`config.mk`:
```
export PLATFORM = sky130hd
export DESIGN_NAME = nvram_xfer_arbiter_flat
export DESIGN_NICKNAME = d
export VERILOG_FILES = /design/src/rtl/nvram_xfer_arbiter_if.sv /design/src/rtl/nvram_xfer_arbiter.sv /design/src/flat_wrapper.sv
export SDC_FILE = /design/constraint.sdc
export NUM_CORES = 1
export LEC_CHECK = 0
export BUFFER_PORTS_ARGS = -buffer_cell sky130_fd_sc_hd__buf_2
export CORE_ASPECT_RATIO = 1.25
export CORE_MARGIN = 2
export CORE_UTILIZATION = 44
export DETAILED_ROUTE_END_ITERATION = 10
export GPL_ROUTABILITY_DRIVEN = 1
export PLACE_DENSITY = 0.83
export SYNTH_ARGS = -nofsm -noshare
export SYNTH_HDL_FRONTEND = slang
export SYNTH_SLANG_ARGS = --single-unit
```
`constraint.sdc`:
```
create_clock -name clk_sys -period 1.75 [get_ports clk_sys]
set_input_delay 0.2625 -clock clk_sys [delete_from_list [all_inputs] [get_ports clk_sys]]
set_output_delay 0.2625 -clock clk_sys [all_outputs]
set_load 0.01 [all_outputs]
```
`src/rtl/nvram_xfer_arbiter_if.sv`:
```
// Bus bundle for nvram_xfer_arbiter: HPS ioctl side, pause handshake,
// CPU-side RAM port, physical CMOS RAM port and status flags.
// slave  = the arbiter's view; master = the surrounding core / bench.
`timescale 1ns/1ps
interface nvram_xfer_arbiter_if #(
  parameter int ADDR_W = 10,
  parameter int DATA_W = 4
);
  logic              ioctl_download;
  logic              ioctl_upload;
  logic [15:0]       ioctl_index;
  logic              ioctl_wr;
  logic              ioctl_rd;
  logic [24:0]       ioctl_addr;
  logic [7:0]        ioctl_dout;
  logic [7:0]        ioctl_din;
  logic              ioctl_wait;
  logic              pause_request;
  logic              pause_cpu;
  logic [ADDR_W-1:0] cpu_addr;
  logic              cpu_we;
  logic [DATA_W-1:0] cpu_din;
  logic [DATA_W-1:0] cpu_dout;
  logic [ADDR_W-1:0] ram_addr;
  logic              ram_we;
  logic [DATA_W-1:0] ram_din;
  logic [DATA_W-1:0] ram_dout;
  logic              busy;
  logic              nvram_dirty;

  modport slave (
    input  ioctl_download, ioctl_upload, ioctl_index, ioctl_wr, ioctl_rd,
    input  ioctl_addr, ioctl_dout, pause_cpu, cpu_addr, cpu_we, cpu_din, ram_dout,
    output ioctl_din, ioctl_wait, pause_request, cpu_dout,
    output ram_addr, ram_we, ram_din, busy, nvram_dirty
  );

  modport master (
    output ioctl_download, ioctl_upload, ioctl_index, ioctl_wr, ioctl_rd,
    output ioctl_addr, ioctl_dout, pause_cpu, cpu_addr, cpu_we, cpu_din, ram_dout,
    input  ioctl_din, ioctl_wait, pause_request, cpu_dout,
    input  ram_addr, ram_we, ram_din, busy, nvram_dirty
  );
endinterface

```
`src/rtl/nvram_xfer_arbiter.sv`:
```
// nvram_xfer_arbiter: hands the CMOS RAM port between the CPU and the HPS
// ioctl path for NVRAM load/save. The CPU is paused around every transfer.
// Optional macro NVRAM_DIRTY_EN builds the "CPU modified RAM" flag; when
// undefined nvram_dirty is tied low.
`timescale 1ns/1ps
module nvram_xfer_arbiter #(
  parameter int NVRAM_INDEX = 4,
  parameter int ADDR_W      = 10,
  parameter int DATA_W      = 4,
  parameter int TIMEOUT     = 4095
) (
  input logic                 clk_sys,
  input logic                 reset,
  nvram_xfer_arbiter_if.slave bus
);

  localparam int CNT_W = (TIMEOUT < 1) ? 1 : $clog2(TIMEOUT + 1);

  typedef enum logic [2:0] {
    S_IDLE, S_REQ, S_GRANT, S_XFER, S_DRAIN, S_RELEASE
  } state_t;

  state_t            r_state;
  state_t            w_next;
  logic [CNT_W-1:0]  r_cnt;
  logic              r_rd_vld_p0;
  logic              r_rd_vld_p1;
  logic [ADDR_W-1:0] r_rd_addr;
  logic              r_rd_oor;
  logic [7:0]        r_din;
  logic [DATA_W-1:0] r_cpu_dout;

  logic w_sel;
  logic w_addr_ok;
  logic w_cpu_owns;
  logic w_rd_pend;
  logic w_wr_en;
  logic w_rd_acc;
  logic w_unused_hi;

  // Upload byte: RAM nibble zero-extended, out-of-range reads return zero.
  function automatic logic [7:0] fmt_din(input logic oor, input logic [DATA_W-1:0] d);
    logic [7:0] v;
    v = '0;
    v[DATA_W-1:0] = d;
    return oor ? 8'h00 : v;
  endfunction

  assign w_sel       = (bus.ioctl_index == 16'(NVRAM_INDEX)) &
                       (bus.ioctl_download | bus.ioctl_upload);
  assign w_addr_ok   = ~|bus.ioctl_addr[24:ADDR_W];
  assign w_cpu_owns  = (r_state == S_IDLE) | (r_state == S_REQ) | (r_state == S_RELEASE);
  assign w_rd_pend   = r_rd_vld_p0 | r_rd_vld_p1;
  // A write always beats a simultaneous read; no new access while a read is in flight.
  assign w_wr_en     = (r_state == S_XFER) & bus.ioctl_wr & w_addr_ok & ~w_rd_pend;
  assign w_rd_acc    = (r_state == S_XFER) & bus.ioctl_rd & ~bus.ioctl_wr & ~w_rd_pend;
  assign w_unused_hi = &{1'b0, bus.ioctl_dout[7:DATA_W]};
  assign bus.ioctl_din = r_din;

  // State register.
  always_ff @(posedge clk_sys or posedge reset) begin
    if (reset) r_state <= S_IDLE;
    else       r_state <= w_next;
  end

  // Pause-acknowledge timeout counter, only runs while requesting.
  always_ff @(posedge clk_sys or posedge reset) begin
    if (reset)                 r_cnt <= '0;
    else if (r_state == S_REQ) r_cnt <= r_cnt + 1'b1;
    else                       r_cnt <= '0;
  end

  // Next state, RAM port mux and handshake outputs.
  always_comb begin
    w_next            = r_state;
    bus.pause_request = 1'b0;
    bus.ioctl_wait    = 1'b0;
    bus.busy          = 1'b0;
    bus.ram_addr      = bus.cpu_addr;
    bus.ram_we        = bus.cpu_we & ~reset;
    bus.ram_din       = bus.cpu_din;
    bus.cpu_dout      = r_cpu_dout;
    case (r_state)
      S_IDLE: begin
        bus.cpu_dout   = bus.ram_dout;
        bus.ioctl_wait = w_sel & ~reset;
        if (w_sel) w_next = S_REQ;
      end
      S_REQ: begin
        bus.cpu_dout      = bus.ram_dout;
        bus.pause_request = 1'b1;
        bus.ioctl_wait    = 1'b1;
        if (!w_sel)                                       w_next = S_RELEASE;
        else if (bus.pause_cpu || r_cnt == CNT_W'(TIMEOUT)) w_next = S_GRANT;
      end
      S_GRANT: begin
        bus.busy          = 1'b1;
        bus.pause_request = 1'b1;
        bus.ioctl_wait    = 1'b1;
        bus.ram_addr      = bus.ioctl_addr[ADDR_W-1:0];
        bus.ram_din       = bus.ioctl_dout[DATA_W-1:0];
        bus.ram_we        = 1'b0;
        w_next            = S_XFER;
      end
      S_XFER: begin
        bus.busy          = 1'b1;
        bus.pause_request = 1'b1;
        bus.ioctl_wait    = w_rd_pend;
        bus.ram_addr      = w_rd_pend ? r_rd_addr : bus.ioctl_addr[ADDR_W-1:0];
        bus.ram_din       = bus.ioctl_dout[DATA_W-1:0];
        bus.ram_we        = w_wr_en;
        if (!w_sel) w_next = S_DRAIN;
      end
      S_DRAIN: begin
        bus.busy          = 1'b1;
        bus.pause_request = 1'b1;
        bus.ram_addr      = bus.ioctl_addr[ADDR_W-1:0];
        bus.ram_din       = bus.ioctl_dout[DATA_W-1:0];
        bus.ram_we        = 1'b0;
        w_next            = S_RELEASE;
      end
      S_RELEASE: begin
        bus.cpu_dout = bus.ram_dout;
        w_next       = S_IDLE;
      end
      default: w_next = S_IDLE;
    endcase
  end

  // Upload read sequencer: p0 = address cycle, p1 = RAM read cycle.
  always_ff @(posedge clk_sys or posedge reset) begin
    if (reset) begin
      r_rd_vld_p0 <= 1'b0;
      r_rd_vld_p1 <= 1'b0;
    end else begin
      r_rd_vld_p0 <= w_rd_acc;
      r_rd_vld_p1 <= r_rd_vld_p0 & (r_state == S_XFER);
    end
  end

  // Latch the upload address at acceptance.
  always_ff @(posedge clk_sys) begin
    if (w_rd_acc) begin
      r_rd_addr <= bus.ioctl_addr[ADDR_W-1:0];
      r_rd_oor  <= ~w_addr_ok;
    end
  end

  // Register the upload byte at the end of the RAM read cycle.
  always_ff @(posedge clk_sys or posedge reset) begin
    if (reset)                                 r_din <= 8'h00;
    else if (r_rd_vld_p1 && r_state == S_XFER) r_din <= fmt_din(r_rd_oor, bus.ram_dout);
  end

  // Remember what the CPU last read so it sees a stable value while paused.
  always_ff @(posedge clk_sys) begin
    if (w_cpu_owns) r_cpu_dout <= bus.ram_dout;
  end

`ifdef NVRAM_DIRTY_EN
  logic r_dirty;
  logic r_xfer_seen;

  // Dirty flag: set by a changing CPU write, cleared once a transfer completes.
  always_ff @(posedge clk_sys or posedge reset) begin
    if (reset) begin
      r_dirty     <= 1'b0;
      r_xfer_seen <= 1'b0;
    end else begin
      if (r_state == S_XFER) r_xfer_seen <= 1'b1;
      else if (r_state == S_RELEASE) r_xfer_seen <= 1'b0;
      if (r_state == S_RELEASE && r_xfer_seen) r_dirty <= 1'b0;
      else if (r_state == S_IDLE && bus.cpu_we && bus.cpu_din != bus.ram_dout) r_dirty <= 1'b1;
    end
  end

  assign bus.nvram_dirty = r_dirty;
`else
  assign bus.nvram_dirty = 1'b0;
`endif

endmodule
```
`src/flat_wrapper.sv`:
```
// flat-port wrapper written by rule: the top's interface ports become plain ports
module nvram_xfer_arbiter_flat 
#(
  parameter int NVRAM_INDEX = 4,
  parameter int ADDR_W      = 10,
  parameter int DATA_W      = 4,
  parameter int TIMEOUT     = 4095
)
  (clk_sys, reset, bus_ioctl_download, bus_ioctl_upload, bus_ioctl_index, bus_ioctl_wr, bus_ioctl_rd, bus_ioctl_addr, bus_ioctl_dout, bus_pause_cpu, bus_cpu_addr, bus_cpu_we, bus_cpu_din, bus_ram_dout, bus_ioctl_din, bus_ioctl_wait, bus_pause_request, bus_cpu_dout, bus_ram_addr, bus_ram_we, bus_ram_din, bus_busy, bus_nvram_dirty);
  nvram_xfer_arbiter_if #(.ADDR_W(ADDR_W), .DATA_W(DATA_W)) bus_i ();
  input logic clk_sys;
  input logic reset;
  input wire logic [$bits(bus_i.ioctl_download)-1:0] bus_ioctl_download;
  input wire logic [$bits(bus_i.ioctl_upload)-1:0] bus_ioctl_upload;
  input wire logic [$bits(bus_i.ioctl_index)-1:0] bus_ioctl_index;
  input wire logic [$bits(bus_i.ioctl_wr)-1:0] bus_ioctl_wr;
  input wire logic [$bits(bus_i.ioctl_rd)-1:0] bus_ioctl_rd;
  input wire logic [$bits(bus_i.ioctl_addr)-1:0] bus_ioctl_addr;
  input wire logic [$bits(bus_i.ioctl_dout)-1:0] bus_ioctl_dout;
  input wire logic [$bits(bus_i.pause_cpu)-1:0] bus_pause_cpu;
  input wire logic [$bits(bus_i.cpu_addr)-1:0] bus_cpu_addr;
  input wire logic [$bits(bus_i.cpu_we)-1:0] bus_cpu_we;
  input wire logic [$bits(bus_i.cpu_din)-1:0] bus_cpu_din;
  input wire logic [$bits(bus_i.ram_dout)-1:0] bus_ram_dout;
  output wire logic [$bits(bus_i.ioctl_din)-1:0] bus_ioctl_din;
  output wire logic [$bits(bus_i.ioctl_wait)-1:0] bus_ioctl_wait;
  output wire logic [$bits(bus_i.pause_request)-1:0] bus_pause_request;
  output wire logic [$bits(bus_i.cpu_dout)-1:0] bus_cpu_dout;
  output wire logic [$bits(bus_i.ram_addr)-1:0] bus_ram_addr;
  output wire logic [$bits(bus_i.ram_we)-1:0] bus_ram_we;
  output wire logic [$bits(bus_i.ram_din)-1:0] bus_ram_din;
  output wire logic [$bits(bus_i.busy)-1:0] bus_busy;
  output wire logic [$bits(bus_i.nvram_dirty)-1:0] bus_nvram_dirty;
  assign bus_i.ioctl_download = bus_ioctl_download;
  assign bus_i.ioctl_upload = bus_ioctl_upload;
  assign bus_i.ioctl_index = bus_ioctl_index;
  assign bus_i.ioctl_wr = bus_ioctl_wr;
  assign bus_i.ioctl_rd = bus_ioctl_rd;
  assign bus_i.ioctl_addr = bus_ioctl_addr;
  assign bus_i.ioctl_dout = bus_ioctl_dout;
  assign bus_i.pause_cpu = bus_pause_cpu;
  assign bus_i.cpu_addr = bus_cpu_addr;
  assign bus_i.cpu_we = bus_cpu_we;
  assign bus_i.cpu_din = bus_cpu_din;
  assign bus_i.ram_dout = bus_ram_dout;
  assign bus_ioctl_din = bus_i.ioctl_din;
  assign bus_ioctl_wait = bus_i.ioctl_wait;
  assign bus_pause_request = bus_i.pause_request;
  assign bus_cpu_dout = bus_i.cpu_dout;
  assign bus_ram_addr = bus_i.ram_addr;
  assign bus_ram_we = bus_i.ram_we;
  assign bus_ram_din = bus_i.ram_din;
  assign bus_busy = bus_i.busy;
  assign bus_nvram_dirty = bus_i.nvram_dirty;
  nvram_xfer_arbiter #(.NVRAM_INDEX(NVRAM_INDEX), .ADDR_W(ADDR_W), .DATA_W(DATA_W), .TIMEOUT(TIMEOUT)) u_core (.clk_sys(clk_sys), .reset(reset), .bus(bus_i));
endmodule
```
# Word-level counts from Yosys, hierarchy flattened
# Index checks and enable logic that the tools add are counted.
word_totals:
  register_bits: 40
  inputBits: 75
  out_inout_bits: 31
  elab_cells: 62
classes:
  addsub: 1
  n_eq_ne: 10
  muxes: 15
  bitwise: 17
  reduce_logical: 11
op_table:
  columns: ["operator", "count"]
  rows:
  - ["one-hot mux 10 bit (2 select lines)", 1]
  - ["== test 16 x 3 -> 1 bit, second input constant", 1]
  - ["one-hot mux 3 bit (5 select lines)", 1]
  - ["OR reduction 15 bit", 1]
  - ["adder 12 x 1 -> 12 bit, second input constant", 1]
  - ["== test 12 bit, second input constant", 1]
  - ["two-way mux 12 bit", 1]
  - ["two-way mux 3 bit", 4]
  - ["two-way mux 4 bit", 3]
  - ["bitwise AND 1 bit", 10]
  - ["two-way mux 10 bit", 1]
  - ["== test 3 x 2 -> 1 bit, second input constant", 2]
  - ["== test 3 bit, second input constant", 2]
  - ["OR reduction 3 bit", 2]
  - ["bitwise OR 1 bit", 4]
  - ["OR reduction 2 bit", 2]
  - ["OR reduction 4 bit", 1]
  - ["== test 3 x 1 -> 1 bit, second input constant", 1]
  - ["logical NOT 3 bit", 1]
  - ["inequality test 3 bit, second input constant", 1]
  - ["inverter 1 bit", 3]
  - ["one-hot mux 1 bit (3 select lines)", 1]
  - ["AND reduction 3 bit", 1]
  - ["two-way mux 1 bit", 2]
  - ["6 further kinds", 6]

# Depth between registers and ports, before layout
logic_depth:
  word_depth: 5
  mapped_depth: 6
  depth_no_buf: 5

# Least setup slack after synthesis
# Ideal clock, no wire load.
synth_path:
  kind: "in2out"
  startpoint: "input reset"
  endpoint: "output bus_ioctl_wait"
  arrival_time_ps: 1337
  required_time_ps: 1487
  setup_slack_ps: 151
  cell_stages: 3
  path_buffers: 0
  cell_sequence: "inv_1 -> a311oi_1 -> a311oi_1"
synth_via:
  elab_chain_len: 3
synth_rtl:
  columns: ["element", "line_no", "source"]
  rows:
  - ["from (decl)", "flat_wrapper.sv:12", "input logic reset;"]
  - ["inverter 1 bit", "nvram_xfer_arbiter.sv:86", "bus.ioctl_wait = w_sel & ~reset;"]
  - ["bitwise AND 1 bit", "nvram_xfer_arbiter.sv:86", null]
  - ["one-hot mux 1 bit (3 select lines)", "nvram_xfer_arbiter.sv:83", "case (r_state)"]
  - ["to (decl)", "flat_wrapper.sv:26", "output wire logic [$bits(bus_i.ioctl_wait)-1:0] bus_ioctl_wait;"]
# Every way passes these cells.

# Worst setup path after layout
layout_path:
  startpoint: "register u_core.r_state[0]"
  endpoint: "output bus_ram_addr[7]"
layout_via:
  elab_chain_len: 3
  elab_cells_between_ends: 5
  classes_between: "eq/ne: 3; mux: 1; reduce/logical: 1"
layout_rtl:
  columns: ["element", "line_no", "source"]
  rows:
  - ["from (decl)", "nvram_xfer_arbiter.sv:23", "state_t r_state;"]
  - ["from (signal assigned)", "nvram_xfer_arbiter.sv:63", "else r_state <= w_next;"]
  - ["== test 3 x 2 -> 1 bit / == test 3 bit (equally long branches)", "nvram_xfer_arbiter.sv:83", null]
  - ["OR reduction 2 bit (no line)", null, null]
  - ["one-hot mux 10 bit (2 select lines) *", "nvram_xfer_arbiter.sv:83", null]
  - ["to (decl)", "flat_wrapper.sv:29", "output wire logic [$bits(bus_i.ram_addr)-1:0] bus_ram_addr;"]
# Every way passes the cells marked *; elsewhere a longest branch is shown, timed or not.

==> impl_metrics.yaml <==
clock_network:
  clk-insertion-delay-late_ns: 0.30
  cts.htree.levels: 2
  postCtsHoldBufs: 0
  cts_root_buffer: "sky130_fd_sc_hd__clkbuf_8"
  worst_setup_hold_path_clk_slew_ns: 0.07
  cts_max_path_bufs: 2
  tritoncts: "done"
  cts_sinks: 36
  cts-buffers-inserted: 5
global_routing:
  globalRouteTotalUtil_pct: 24.32
  grt_pass1_vias: 1910
  overflow: 0
  antenna_found_initial: 0
  maximum_number_of_pins_on_one_net_before_global_route_repair: 13
  wire_length_of_the_first_global_routing_pass_um: 8983
floorplan:
  initial_core_util_pct: 46.49
  floorplan.core_area_um2: 4131
  i_o_pin_count: 106
  rows: 26
  die_height_um: 77.87
  die_x_um: 63.10
  die-area_um2: 4913
synthesis:
  synth.lib_cells_used.distinct: 41
  synth-async-reset-ratio_pct: 58.33
  synth_warnings: 0
  synth-compound-area-share_pct: 13.62
  post_synth_fa_ha_maj_area_fraction_pct: 1.173
  synthesis.area_um2: 1921
  dominantRegCellSynth: "sky130_fd_sc_hd__dfrtp_1"
  yosys-mux-area-fraction_pct: 4.691
  synth-edff-count: 15
  synth_top_family_by_area: "simple AND/OR/NAND/NOR gates"
  synth-seq-cells: 36
  synthesis.instances: 185
  synth.avg_cell_area_um2: 10.38
  yosys.area_share.xor_xnor_pct: 5.016
  synthSimpleGateAreaFrac_pct: 17.79
  synth_sequential_area_ratio_pct: 50.81
drt:
  dr.first_iter.drc_count: 60
  detail_route.drc_violations: 0
  via_count: 1876
  route.final.wire_length_um: 5684
  ant_nets: 0
  drtPass1Iterations: 4
  routed_via_density: 5.182
  routedWlPerCell_um: 15.70
place:
  dp_worst_setup_slack_ns: -0.1338
  place_congestion: 0.8600
  place.port_buffers: 96
  place.detailed.hpwl_um: 3739
critical_path:
  reg2reg_setup_slack_ns: 0.18
  critical_path.reg2reg.startpoint: "u_core.r_cnt[0]"
  cp.required_ns: 1.49
  worst-endpoint-arrival_ns: 1.71
  critPathMaxFanout: 5
  worst_setup_path_end_kind: "output pin"
  setup.worst_path.start_class: "register"
  reg2regPathDepth: 5
  rr_endpoint: "u_core.r_state[0]"
  worstSetupPathType: "reg -> out"
power:
  power.ir.vdd_worst_v: 0.0009489
  power_switching_uw: 1425
  power.static_leakage_uw: 0.001417
  switching_share_pct: 36.02
  seq_power_share_pct: 26.5
  comb_power_share_pct: 55.1
  clock_power_share_pct: 18.3
  power.internal_uw: 2532
  p_per_area_nw_per_um2: 1322
timing:
  hold-worst-slack_ns: 0.1380
  fmax_ghz: 0.5077
  setup_viol_count_final: 19
  worst_clock_skew_ns: 0.004337
  unrepaired_setup_endpoints_after_global_routing: "true"
  final_hold_vios: 0
  min_period_ns: 1.970
  fin_crit_sh_pct: 112.6
  final_max_slew_viol_count: 0
  finalWorstSetupSlack_ns: -0.2197
layout:
  design.final.nets: 381
  insertedDiodeCount: 0
  postLayoutCoreUtil_pct: 72.44
  layout-drive-gt1-share_pct: 54.58
  layout.cells.most_common: "sky130_fd_sc_hd__buf_2"
  most-common-layout-cells: "sky130_fd_sc_hd__buf_2 (90), sky130_fd_sc_hd__dfrtp_1 (20), sky130_fd_sc_hd__nor2_1 (16), sky130_fd_sc_hd__inv_1 (16)"
  area_growth_syn_to_layout_pct: 55.83
outcome:
  violations: "setup timing"
  outcome: "complete, but fails checks"
min_path:
  worstHoldPathType: "in -> async"
flow_run:
  cap_violations: 0
## cells in the mapped netlist, types with 2 or more instances
| library cell | instances | area (µm²) |
|---|---|---|
| sky130_fd_sc_hd__nor2b_1 | 2 | 12.51 |
| sky130_fd_sc_hd__nor2_1 | 17 | 63.81 |
| sky130_fd_sc_hd__buf_4 | 6 | 45.04 |
| sky130_fd_sc_hd__xor2_1 | 4 | 35.03 |
| sky130_fd_sc_hd__xnor2_1 | 7 | 61.31 |
| sky130_fd_sc_hd__nor3_1 | 5 | 25.02 |
| sky130_fd_sc_hd__nand2b_1 | 4 | 25.02 |
| sky130_fd_sc_hd__dfrtp_1 | 21 | 525.5 |
| sky130_fd_sc_hd__nand2_1 | 12 | 45.04 |
| sky130_fd_sc_hd__a22oi_1 | 11 | 82.58 |
| sky130_fd_sc_hd__inv_1 | 16 | 60.06 |
| sky130_fd_sc_hd__nor4_1 | 6 | 37.54 |
| sky130_fd_sc_hd__a21oi_2 | 2 | 17.52 |
| sky130_fd_sc_hd__and3_1 | 3 | 18.77 |
| sky130_fd_sc_hd__a311oi_1 | 2 | 17.52 |
| sky130_fd_sc_hd__edfxtp_1 | 15 | 450.4 |
| sky130_fd_sc_hd__nand4_1 | 3 | 18.77 |
| sky130_fd_sc_hd__buf_2 | 4 | 20.02 |
| sky130_fd_sc_hd__mux2_2 | 8 | 90.09 |
| sky130_fd_sc_hd__nand3_1 | 3 | 15.01 |
| sky130_fd_sc_hd__o21ai_0 | 14 | 70.07 |
## state kept, by name, indices dropped and copies added, names as in the netlist
| name | flops |
|---|---|
| u_core.r_cnt | 12 |
| u_core.r_rd_addr | 10 |
| u_core.bus.ioctl_din | 4 |
| u_core.r_cpu_dout | 4 |
| u_core.r_state | 3 |
| u_core.r_rd_oor | 1 |
| u_core.r_rd_vld_p0 | 1 |
| u_core.r_rd_vld_p1 | 1 |
## metal layers
| layer | routed length (µm) | vias to the layer above | global-route usage [%] |
|---|---|---|---|
| li1 | - | 899 | - |
| met1 | 2028 | 872 | 25.95 |
| met2 | 3107 | 89 | 43.62 |
| met3 | 362 | 16 | 5.797 |
| met4 | 187 | 0 | 13.33 |
| met5 | 0 | - | 0 |
## through the flow
step / instance area, µm² / total power (µW) / setup TNS (ns) / cells
global placement: 2545 / 2551 / -0.8045 / 342
CTS: 2913 / 3838 / -2.443 / 361
floorplan: 1936 / 1907 / 0 / 189
finish: 2993 / 3958 / -2.688 / 362
global route: 2993 / 4155 / -3.757 / 362
detailed placement: 2545 / 2595 / -0.9844 / 342
## how the worst max path moves through the flow
stage	startpoint	end	slack [ns]	depth (start not counted)
2_1_floorplan	reset	bus_ioctl_wait	0.15	3
3_3_place_gp	u_core.r_state[2]	bus_ram_addr[7]	-0.11	5
3_5_place_dp	u_core.r_state[2]	bus_ram_addr[3]	-0.13	5
4_1_cts	u_core.r_state[1]	bus_ram_din[0]	-0.15	5
5_1_grt	u_core.r_state[0]	bus_ram_addr[7]	-0.29	6
6_report	u_core.r_state[0]	bus_ram_addr[7]	-0.22	6
## what timing repair did
item	CTS	global route
setup endpoints to repair	20	22
resized for setup	43	23
pin swaps	5	10
cloned	3	0
setup buffers	8	2
## worst max-delay path: stages (launching register included)
cell and delay, ns:
sky130_fd_sc_hd__dfrtp_1 0.39, sky130_fd_sc_hd__buf_4 0.14, sky130_fd_sc_hd__and3b_2 0.22, sky130_fd_sc_hd__nor2b_4 0.17, sky130_fd_sc_hd__a22oi_2 0.25, sky130_fd_sc_hd__o21ai_4 0.11
sky130_fd_sc_hd__buf_6 0.13
## area by class of cell
cell class	instances	area (µm²)
fill	287	1139
multi-input combinational	127	1016
sequential	36	977.2
timing repair buffer	119	762.0
clock inverter	2	35.03
inverter	16	60.06
tap	56	70.07
clock buffer	6	72.57
## cell families (layout without fill, tap and decap cells)
| logic type | count (synthesis) | count (layout) |
|---|---|---|
| compound gates | 37 | 37 |
| simple gates | 63 | 64 |
| buf+inv | 27 | 143 |
| other cells | 1 | 5 |
| fa+ha+maj | 2 | 2 |
| mux | 8 | 8 |
| flops | 36 | 36 |
| xor+xnor | 11 | 11 |
## power by group through the flow
stage | Clock (µW) | Combinational, µW | Sequential, µW
3_5_place_dp | 0 | 1540 | 1050
3_3_place_gp | 0 | 1500 | 1050
6_report | 726 | 2180 | 1050
2_1_floorplan | 0 | 872 | 1040
4_1_cts | 733 | 2060 | 1040
5_1_grt | 772 | 2330 | 1060
No activity file was read; power rests on OpenSTA's default activity.
